--- config.mk ---
export PLATFORM = sky130hd
export DESIGN_NAME = gemm3_bias_reader_flat
export DESIGN_NICKNAME = d
export VERILOG_FILES = /design/src/rtl/gemm3_pkg.sv /design/src/rtl/gemm3_bias_reader_if.sv /design/src/rtl/gemm3_word_fifo.sv /design/src/rtl/gemm3_bias_reader.sv /design/src/flat_wrapper.sv
export SDC_FILE = /design/constraint.sdc
export NUM_CORES = 1
export LEC_CHECK = 0
export BUFFER_PORTS_ARGS = -buffer_cell sky130_fd_sc_hd__buf_2
export CORE_ASPECT_RATIO = 0.75
export CORE_UTILIZATION = 44
export CTS_CLUSTER_SIZE = 16
export DETAILED_ROUTE_END_ITERATION = 16
export SETUP_SLACK_MARGIN = 0.3
export SYNTH_ARGS = -nofsm -noshare
export SYNTH_HDL_FRONTEND = slang
export SYNTH_SLANG_ARGS = --single-unit
--- constraint.sdc ---
create_clock -name clk -period 7.45 [get_ports clk]
set_input_delay 1.49 -clock clk [delete_from_list [all_inputs] [get_ports clk]]
set_output_delay 1.49 -clock clk [all_outputs]
set_load 0.02 [all_outputs]
--- src/rtl/gemm3_pkg.sv ---
// Shared widths and reader FSM encoding for the layer-3 GEMM bias path.
package gemm3_pkg;
    localparam int FP16_W      = 16;
    localparam int LANES       = 4;
    localparam int GEMM3_DEPTH = 128;
    localparam int GEMM3_AW    = 7;
    localparam int GEMM3_DW    = LANES * FP16_W;

    typedef enum logic [1:0] {
        ST_IDLE,
        ST_RUN,
        ST_DRAIN
    } reader_state_e;
endpackage

--- src/rtl/gemm3_bias_reader_if.sv ---
// ROM read port plus indexed valid/ready bias stream between the reader and its neighbours.
interface gemm3_bias_reader_if import gemm3_pkg::*; #(
    parameter int AW = GEMM3_AW,
    parameter int DW = GEMM3_DW
);
    logic [AW-1:0] rom_addr;
    logic [DW-1:0] rom_data;
    logic          m_valid;
    logic          m_ready;
    logic [DW-1:0] m_data;
    logic [AW-1:0] m_index;
    logic          m_last;

    modport master (
        output rom_addr, m_valid, m_data, m_index, m_last,
        input  rom_data, m_ready
    );

    modport slave (
        input  rom_addr, m_valid, m_data, m_index, m_last,
        output rom_data, m_ready
    );
endinterface

--- src/rtl/gemm3_word_fifo.sv ---
// Small synchronous FIFO of {index, word}; the head entry is read straight from storage registers.
module gemm3_word_fifo #(
    parameter int W     = 8,
    parameter int DEPTH = 4
) (
    input  logic                         clk,
    input  logic                         rst,
    input  logic                         flush,
    input  logic                         wr_en,
    input  logic [W-1:0]                 wr_data,
    input  logic                         rd_en,
    output logic [W-1:0]                 rd_data,
    output logic                         empty,
    output logic [$clog2(DEPTH+1)-1:0]   count
);
    localparam int PW = (DEPTH > 1) ? $clog2(DEPTH) : 1;
    localparam int CW = $clog2(DEPTH + 1);

    logic [W-1:0]  mem [DEPTH];
    logic [PW-1:0] rd_ptr, wr_ptr;

    function automatic logic [PW-1:0] bump(input logic [PW-1:0] p);
        return (p == PW'(DEPTH - 1)) ? '0 : p + PW'(1);
    endfunction

    // NOTE: state registers use non-blocking assignments so every flop samples pre-edge values.
    always_ff @(posedge clk) begin
        if (rst || flush) begin
            rd_ptr <= '0;
            wr_ptr <= '0;
            count  <= '0;
        end else begin
            if (wr_en) wr_ptr <= bump(wr_ptr);
            if (rd_en) rd_ptr <= bump(rd_ptr);
            case ({wr_en, rd_en})
                2'b10:   count <= count + CW'(1);
                2'b01:   count <= count - CW'(1);
                default: count <= count;
            endcase
        end
    end

    // NOTE: storage is cleared on reset because the head drives m_data directly and must read zero.
    always_ff @(posedge clk) begin
        if (rst) begin
            for (int i = 0; i < DEPTH; i++) mem[i] <= '0;
        end else if (wr_en && !flush) begin
            mem[wr_ptr] <= wr_data;
        end
    end

    assign rd_data = mem[rd_ptr];
    assign empty   = (count == '0);
endmodule

--- src/rtl/gemm3_bias_reader.sv ---
// Sweeps the bias ROM once per start and streams each word with its index, hiding the ROM read latency.
module gemm3_bias_reader import gemm3_pkg::*; #(
    parameter int DEPTH      = GEMM3_DEPTH,
    parameter int AW         = GEMM3_AW,
    parameter int DW         = GEMM3_DW,
    parameter int FIFO_DEPTH = 4
) (
    input  logic                clk,
    input  logic                rst,
    input  logic                start,
    input  logic                abort,
    output logic                busy,
    output logic                done,
    gemm3_bias_reader_if.master bus
);
    localparam int              CW       = $clog2(FIFO_DEPTH + 1);
    localparam logic [CW:0]     FD       = (CW + 1)'(FIFO_DEPTH);
    localparam logic [AW-1:0]   LAST_IDX = AW'(DEPTH - 1);

    reader_state_e    state, state_nx;
    logic [AW-1:0]    issue_ptr, issue_ptr_nx, tag_idx, addr_q, rom_addr;
    logic             pending, issue, done_nx, pop, flush;
    logic [CW-1:0]    occ;
    logic             fifo_empty;
    logic [AW+DW-1:0] head;

    assign flush = abort && (state != ST_IDLE);
    assign pop   = bus.m_valid && bus.m_ready;

    // NOTE: every combinational output gets a default first so no path can infer a latch.
    always_comb begin
        state_nx     = state;
        issue_ptr_nx = issue_ptr;
        issue        = 1'b0;
        done_nx      = 1'b0;
        unique case (state)
            ST_IDLE: begin
                if (start && !abort) begin
                    state_nx     = ST_RUN;
                    issue_ptr_nx = '0;
                end
            end
            ST_RUN: begin
                // Credits use registered occupancy only; a same-cycle pop frees space next cycle.
                if (({1'b0, occ} + {{CW{1'b0}}, pending}) < FD) begin
                    issue        = 1'b1;
                    issue_ptr_nx = issue_ptr + AW'(1);
                    if (issue_ptr == LAST_IDX) state_nx = ST_DRAIN;
                end
            end
            ST_DRAIN: begin
                if (pop && bus.m_last) begin
                    state_nx = ST_IDLE;
                    done_nx  = 1'b1;
                end
            end
            default: state_nx = ST_IDLE;
        endcase
        if (flush) begin
            state_nx     = ST_IDLE;
            issue_ptr_nx = '0;
            issue        = 1'b0;
            done_nx      = 1'b1;
        end
    end

    always_ff @(posedge clk) begin
        if (rst) begin
            state     <= ST_IDLE;
            issue_ptr <= '0;
            pending   <= 1'b0;
            tag_idx   <= '0;
            addr_q    <= '0;
            done      <= 1'b0;
        end else begin
            state     <= state_nx;
            issue_ptr <= issue_ptr_nx;
            pending   <= issue;
            tag_idx   <= issue_ptr;
            addr_q    <= rom_addr;
            done      <= done_nx;
        end
    end

    assign rom_addr     = issue ? issue_ptr : addr_q;
    assign bus.rom_addr = rom_addr;
    assign busy         = (state != ST_IDLE);

    gemm3_word_fifo #(
        .W     (AW + DW),
        .DEPTH (FIFO_DEPTH)
    ) u_fifo (
        .clk     (clk),
        .rst     (rst),
        .flush   (flush),
        .wr_en   (pending),
        .wr_data ({tag_idx, bus.rom_data}),
        .rd_en   (pop),
        .rd_data (head),
        .empty   (fifo_empty),
        .count   (occ)
    );

    assign bus.m_valid = !fifo_empty;
    assign bus.m_index = head[AW+DW-1:DW];
    assign bus.m_data  = head[DW-1:0];
    assign bus.m_last  = (bus.m_index == LAST_IDX);

    a_credit: assert property (@(posedge clk) disable iff (rst)
        ({1'b0, occ} + {{CW{1'b0}}, pending}) <= FD);
endmodule

--- src/flat_wrapper.sv ---
// flat-port wrapper written by rule: the top's interface ports become plain ports
module gemm3_bias_reader_flat import gemm3_pkg::*;
#(
    parameter int DEPTH      = GEMM3_DEPTH,
    parameter int AW         = GEMM3_AW,
    parameter int DW         = GEMM3_DW,
    parameter int FIFO_DEPTH = 4
)
  (clk, rst, start, abort, busy, done, bus_rom_addr, bus_m_valid, bus_m_data, bus_m_index, bus_m_last, bus_rom_data, bus_m_ready);
  gemm3_bias_reader_if #(.AW(AW), .DW(DW)) bus_i ();
  input  logic clk;
  input  logic rst;
  input  logic start;
  input  logic abort;
  output logic busy;
  output logic done;
  output wire logic [$bits(bus_i.rom_addr)-1:0] bus_rom_addr;
  output wire logic [$bits(bus_i.m_valid)-1:0] bus_m_valid;
  output wire logic [$bits(bus_i.m_data)-1:0] bus_m_data;
  output wire logic [$bits(bus_i.m_index)-1:0] bus_m_index;
  output wire logic [$bits(bus_i.m_last)-1:0] bus_m_last;
  input wire logic [$bits(bus_i.rom_data)-1:0] bus_rom_data;
  input wire logic [$bits(bus_i.m_ready)-1:0] bus_m_ready;
  assign bus_rom_addr = bus_i.rom_addr;
  assign bus_m_valid = bus_i.m_valid;
  assign bus_m_data = bus_i.m_data;
  assign bus_m_index = bus_i.m_index;
  assign bus_m_last = bus_i.m_last;
  assign bus_i.rom_data = bus_rom_data;
  assign bus_i.m_ready = bus_m_ready;
  gemm3_bias_reader #(.DEPTH(DEPTH), .AW(AW), .DW(DW), .FIFO_DEPTH(FIFO_DEPTH)) u_core (.clk(clk), .rst(rst), .start(start), .abort(abort), .busy(busy), .done(done), .bus(bus_i));
endmodule
==> summary by stage, run 1 <==
Run status
The run finished with clean final reports.

Setup path
The kind of end point of the critical path is a primary output. The cell with the largest stage delay on the worst path is sky130_fd_sc_hd__dfxtp_4. Along the worst path, the maximum fanout reaches 40.

Data on the critical path is required at its endpoint by 5960 ps. The critical path's largest stage delay is 810 ps. Traced cell by cell, the critical path runs through buf_4 -> mux4_2 -> buf_2.

The startpoint kind of the worst setup timing path is a flip-flop. In this run the critical register-to-register path is captured at u_core.u_fifo.mem[0][16]$_SDFFCE_PN0P_. Setup slack on the worst reg-to-reg path comes out at 4140 ps.

Data arrives at the worst endpoint at 2960 ps. The critical path is of the reg -> out type. The origin of the critical flop-to-flop path is u_core.pending$_SDFF_PP0_. The number of cells on the worst reg-to-reg path is 6.

Hold path
The cell depth of the worst min-delay path is 2. The start point of the worst hold path is u_core.u_fifo.rd_ptr[1]$_SDFFE_PP0N_. The worst hold-check path type is reg -> reg.

Timing
Across all hold checks on the routed design, the worst slack comes to 481 ps. The aggregate negative setup slack is 0 ps. Setup slack closes at 3000 ps. The final worst clock skew is 11.6 ps. The final hold violation count was 0. The number of slew-limit violations in the final report is 0.

The shortest period the worst path allows is 4450 ps. At the pin with the least slew margin, the transition time is 1100 ps. Of the available clock period, the critical path in the final layout requires 59.8%. The timing-limited maximum frequency is 224 MHz. Setup repair after global routing left no endpoint under its margin.

Setup violations remaining at the end of the flow were counted as 0. The relative slew slack is 26.9%.

Logic synthesis
The sequential cell area fraction in the yosys report is 67.6%. The synthesized instance count is 842. For this run, the number of Yosys warnings is 0.

In the synthesized netlist the dominant register cell turns out to be sky130_fd_sc_hd__edfxtp_1. The number of library cell types mapped by synthesis is 44. In this run the biggest area consumer among cell types represents 62.6% of the synthesized area.

The post-synthesis register bit count is 318. Summing every instance area after synthesis gives 13600 µm². Counting flops with a built-in enable in the synthesized netlist gives 284. When the netlist entered floorplanning its net count stood at 916. The average cell area after synthesis is 16.2 µm². sky130_fd_sc_hd__edfxtp_1 takes more of the synthesized area than any other cell.

The post-synthesis async set-or-reset flop share is 0%. By area the synthesized netlist is led by sky130_fd_sc_hd__edfxtp_1 (63%), sky130_fd_sc_hd__and2_1 (13%), sky130_fd_sc_hd__mux4_2 (12%).

Drt
The via count of the routed design is 7243. The top metal layer carrying routed signals is met5. Dividing the detail-routed wire length by the instance count gives 20.4 µm.

The detail route stage leaves a number of antenna-violating nets equal to 0. In the detailed route, the total length drawn on met3 is 1.51 mm. The average vias per placed instance is 5.14. The total wirelength of the detailed-routed design is 28.7 mm.

After the first detailed-routing iteration, the DRC count stood at 421. The number of remaining DRC errors is 0. For this block, wires on met1 add up to 13.7 mm. Wire segments on met2 add up to 13.1 mm in the final route. The number of optimization iterations in the first detailed-route pass is 4.

Clock network
The maximum clock insertion buffer count is 3. For the worst-skew pair, the clock arrives at the later sink with an insertion delay of 510 ps. The clock net sink count is 318. The number of clock buffers inserted by TritonCTS is 34. TritonCTS built the clock tree. The hold buffer count at CTS is 0.

After clock tree synthesis, the repair step resized 0 gates. The setup fix buffers added after clock tree synthesis is 0. The clock-pin slew on the worst setup and hold paths is 60 ps. In this run the number of H-tree levels came out at 2. The tree is rooted in a sky130_fd_sc_hd__clkbuf_16.

Layout
The relative area change from synthesis to final layout is 16.3%. The number of fill cells in the layout is 2571. At the end of the flow the core is filled with cells to 52.3%.

Cells with a size suffix above 1 make up 29.4% of the layout. At the end of the flow, the number of nets in the layout was 1059.

Global routing
The total global routing overflow is 0. The number of antenna violations at the first check in global routing is 3. The wire length of the first global-routing pass is 44.2 mm. Entering global routing, the biggest net connects 73 pins.

Global routing consumed, over all layers together, 18.7% of the routing resources. The via count of the first global-routing pass is 7490.

Floorplanning
The core area is 30300 µm². The number of top-level pins is 151. Measured along the x axis, the die boundary spans 205 µm.

The initial standard-cell utilization of the core is 45.0%. In this run the vertical extent of the chip is 154 µm. After floorplanning, the core was divided into 55 placement rows. The die footprint is 31700 µm².

Power and ir drop
The cell leakage power is 5.96 nW. The total power divided by cell area is 244 nW/µm². The worst supply voltage drop on vdd is 0.131 mV.

Place
During placement, the flow inserted port buffers numbering 150. Prior to clock tree synthesis, the placed netlist has a worst setup slack of 2910 ps. The half-perimeter wire length after placement is 15.9 mm. At the end of routability-driven placement, the weighted congestion stood at 0.757.

Run
The number of maximum-capacitance violations is 0.
==> Yosys cell counts (3+ instances only) <==
cell and instances:
sky130_fd_sc_hd__nor3_2 3, sky130_fd_sc_hd__and2_1 286, sky130_fd_sc_hd__nor2_1 10, sky130_fd_sc_hd__nand3_1 5
sky130_fd_sc_hd__inv_1 7, sky130_fd_sc_hd__or2_2 3, sky130_fd_sc_hd__and3_1 3, sky130_fd_sc_hd__nor2b_1 17
sky130_fd_sc_hd__clkbuf_1 40, sky130_fd_sc_hd__ha_1 4, sky130_fd_sc_hd__or3_1 5, sky130_fd_sc_hd__edfxtp_1 284
sky130_fd_sc_hd__dfxtp_1 34, sky130_fd_sc_hd__and4_1 4, sky130_fd_sc_hd__nand2_1 8, sky130_fd_sc_hd__mux4_2 71
sky130_fd_sc_hd__a21oi_1 9, sky130_fd_sc_hd__mux2_2 7, sky130_fd_sc_hd__buf_2 9, sky130_fd_sc_hd__xor2_1 4
==> stage by stage <==
step / instances / cell area (µm²) / total power, mW
after detailed placement: 1348 / 14800 / 2.29
after global routing: 1407 / 15800 / 4.00
after CTS: 1407 / 15800 / 3.92
final: 1409 / 15800 / 3.87
after global placement: 1348 / 14800 / 2.29
after floorplan: 842 / 13600 / 2.19
==> cell usage in the layout (no fill, tap or decap), drive strengths merged, types with 9 or more instances in the layout <==
| cell | synthesis | final |
|---|---|---|
| mux4 | 71 | 71 |
| a21oi | 9 | 9 |
| edfxtp | 284 | 284 |
| nor2b | 17 | 17 |
| nor2 | 10 | 10 |
| clkbuf | 40 | 51 |
| dfxtp | 34 | 34 |
| buf | 11 | 158 |
| and2 | 286 | 286 |
==> critical path, delay by kind of cell (launching register included) <==
kind,cells,cell delay [ps]
mux,1,660
buf+inv,2,970
flops,1,810
==> layer usage <==
| layer | up-vias | global-route usage (%) |
|---|---|---|
| met3 | 41 | 3.65 |
| met2 | 157 | 28.6 |
| li1 | 3389 | - |
| met5 | - | 0 |
| met1 | 3654 | 27.5 |
| met4 | 2 | 4.59 |
==> area by class of cell <==
type,count,area (µm²),area share [%]
Sequential cell,318,9220,58.2
Multi-Input combinational cell,466,4220,26.6
Clock buffer,51,988,6.24
Timing Repair Buffer,158,811,5.12
Tap cell,399,499,3.15
Clock inverter,8,68.8,0.435
Inverter,7,26.3,0.166
Antenna cell,2,5.00,0.0316
==> how the worst max path moves through the flow <==
| stage | slack (ps) | to |
|---|---|---|
| after global placement | 2930 | u_core.u_fifo.mem[0][65]$_SDFFCE_PN0P_ |
| after global routing | 2740 | bus_m_data[43] |
| after detailed placement | 2910 | u_core.u_fifo.mem[0][66]$_SDFFCE_PN0P_ |
| after CTS | 2850 | bus_m_data[43] |
| after floorplan | 3650 | bus_rom_addr[0] |
| final | 3000 | bus_m_data[43] |
==> kinds of logic after synthesis <==
kind of cell	synth area share [%]
simple gates	16.3
xor+xnor	0.257
mux	12.4
compound gates	1.15
buf+inv	1.74
fa+ha+maj	0.515
flops	67.6
==> power by group <==
group	switching, mW	internal (mW)	total, mW
logic	0.140	0.0864	0.226
clock network	0.667	0.953	1.62
registers	0.0238	2.00	2.02
total	0.831	3.04	3.87
==> state kept, by name, summed over array words and instances (netlist names), 2 cells and up, named ones only <==
name / cells
u_core.issue_ptr: 7
u_core.addr_q: 7
u_core.u_fifo.mem: 284
u_core.u_fifo.wr_ptr: 2
u_core.u_fifo.count: 3
u_core.tag_idx: 7
u_core.state: 2
u_core.u_fifo.rd_ptr: 2
Note: power is estimated with default switching activity, not from simulation.
==> inputs of run 2 (changes only) <==
==> constraint.sdc (replaced) <==
create_clock -name clk -period 4.1 [get_ports clk]
set_input_delay 0.82 -clock clk [delete_from_list [all_inputs] [get_ports clk]]
set_output_delay 0.82 -clock clk [all_outputs]
set_load 0.02 [all_outputs]
==> run 2 against run 1 <==
Net effect:
- hold slack got worse by 14 ps
- sequential power increased by 82%
- register-to-register slack worse by 2300 ps
- critical path type unchanged
- first-iteration DRC count fell by 15%
- clock skew hardly changed
- die area unchanged
- highest routed layer unchanged
==> summary by stage, run 2 (synthesis results as in run 1) <==
Run status
The run finished with clean final reports.

Hold path
The worst hold path was traced through 2 stages. The worst hold-check path type is reg -> reg.

Layout
The number of fill cells in the layout is 2571. The relative area change from synthesis to final layout is 16.5%. The fraction of layout instances using a drive strength above 1 is 29.5%.

Once layout is done, the placed cells without fillers occupy 15900 µm². The number of standard cells in the layout, taps in and fillers out is 1414. The register with the highest flop count is u_core.u_fifo.mem. The most frequent standard cell in the layout excluding fill and tap cells is sky130_fd_sc_hd__and2_1. The register with the most flip-flops in the layout has 284 of them. The number of nets at the end of the flow is 1065. In the layout the commonest cells are sky130_fd_sc_hd__and2_1 (286), sky130_fd_sc_hd__edfxtp_1 (284), sky130_fd_sc_hd__buf_2 (150).

Clock network
The hold buffer count at CTS is 0. The maximum clock insertion buffer count is 3. TritonCTS built the clock tree. The tree is rooted in a sky130_fd_sc_hd__clkbuf_16. The count of cells resized by post-cts repair is 0. The clock-pin slew on the worst setup and hold paths is 60 ps.

The clock latency at the later pin of the worst-skew pair is 510 ps. The setup fix buffers added after clock tree synthesis is 0. The number of clock buffers added by TritonCTS is 34. The depth of the CTS H-tree is 2. The clock net sink count is 318.

Timing
The shortest period the worst path allows is 3260 ps. Setup repair after global routing left no endpoint under its margin. The timing-limited maximum frequency is 307 MHz.

The number of slew-limit violations in the final report is 0. The final hold violation count was 0. After layout, the worst path uses 79.5% of the clock period. For the pin with the worst max-slew slack, the measured transition is 852 ps.

The aggregate negative setup slack is 0 ps. Setup violations remaining at the end of the flow were counted as 0. Across the routed clock network, the largest skew measured is 11.7 ps. Hold timing on the final database bottoms out at a slack of 467 ps. The relative slew slack is 43.2%.

Power and ir drop
For this design the static power due to leakage is 5.97 nW. For this design the ratio of total power to cell area is 433 nW/µm². Summing internal, switching and leakage power gives 6.86 mW. The worst supply voltage drop on vdd is 0.249 mV.

Place
The half-perimeter wire length after placement is 16.5 mm. The weighted congestion reported at the end of routability-driven placement is 0.774. The cell total after placement is 1354. The count of input and output buffers is 150. Summing all placed instances gives a cell area of 14900 µm².

Drt
The number of remaining DRC errors is 0. The average wire length per cell after detail routing is 20.4 µm. For this block, the initial DRC count from the detailed router was 358. The number of optimization iterations in the first detailed-route pass is 4.

The count of nets left with antenna violations once routing finished came out at 0. The total wirelength of the detailed-routed design is 28.8 mm. Summing over every cut layer, the via total after detailed routing is 7255. In the routed layout, each cell is associated on average with a via count of 5.13.

Global routing
The first global-routing pass estimated 44.7 mm of wire. After global routing the overflow that remains totals 0. Global routing used 18.8% of the available tracks. The via count of the first global-routing pass is 7578. The number of antenna violations at the first check in global routing came to 4. The largest net degree at the start of global routing is 72.

Floorplanning
151 I/O pins were placed. Measured along the y axis, the die boundary spans 154 µm. For this configuration, the core starts out at a cell density of 45.0%.

In this run the standard cell core region covers 30300 µm². The width of the chip is 205 µm. After floorplanning, the core was divided into 55 placement rows. The die footprint is 31700 µm².

Setup path
The number of cells on the worst reg-to-reg path is 5. At the worst endpoint, the required time is 3280 ps. The worst-path maximum fanout is 10. The critical path is of the reg -> out type.

STA classifies the critical path startpoint as a flip-flop. The arrival time of the worst setup path is 2440 ps. The kind of end point of the critical path is a primary output.

The setup slack of the worst register-to-register path is 1800 ps.

Run
The number of maximum-capacitance violations is 0.
[run 2: routing by layer]
layer	track usage (%)	wire length (µm)
met5	0	23
met4	4.83	412
met3	4.07	1540
met2	29.4	13500
met1	26.8	13300
[run 2: path summary, 6_finish.rpt]
check                                             from                                endpoint
setup / recovery          u_core.state[0]$_SDFFE_PP0P_                         bus_rom_addr[3]
hold / removal    u_core.u_fifo.rd_ptr[1]$_SDFFE_PP0N_                               flip-flop
setup reg to reg          u_core.state[1]$_SDFFE_PP0P_  u_core.u_fifo.mem[1][14]$_SDFFCE_PN0P_
hold reg to reg   u_core.u_fifo.rd_ptr[1]$_SDFFE_PP0N_                               flip-flop
[run 2: power by group]
group | internal [mW] | switching [mW]
Sequential | 3.63 | 0.0400
Combinational | 0.166 | 0.257
Clock | 1.59 | 1.18
[run 2: final cells by class]
| class | instances | area (µm²) | share of cell area, % |
|---|---|---|---|
| Sequential cell | 318 | 9220 | 58.1 |
| Multi-Input combinational cell | 466 | 4220 | 26.6 |
| Clock buffer | 48 | 935 | 5.89 |
| Timing Repair Buffer | 164 | 906 | 5.71 |
| Tap cell | 399 | 499 | 3.15 |
| Clock inverter | 10 | 50.0 | 0.316 |
| Inverter | 7 | 26.3 | 0.166 |
| Antenna cell | 2 | 5.00 | 0.0316 |
[run 2: per-stage QoR]
stage / utilization (%) / setup WS (ps)
after floorplan: - / 977
after global placement: 49.1 / 1190
after detailed placement: 49.1 / 1170
after CTS: 52.3 / 777
after global routing: 52.3 / 656
final: 52.4 / 839
[run 2: critical path, cell delays in order (launching register included)]
cell	delay, ps
sky130_fd_sc_hd__dfxtp_1	480
sky130_fd_sc_hd__or3b_1	400
sky130_fd_sc_hd__nor3_2	480
sky130_fd_sc_hd__mux2_2	410
sky130_fd_sc_hd__buf_2	160
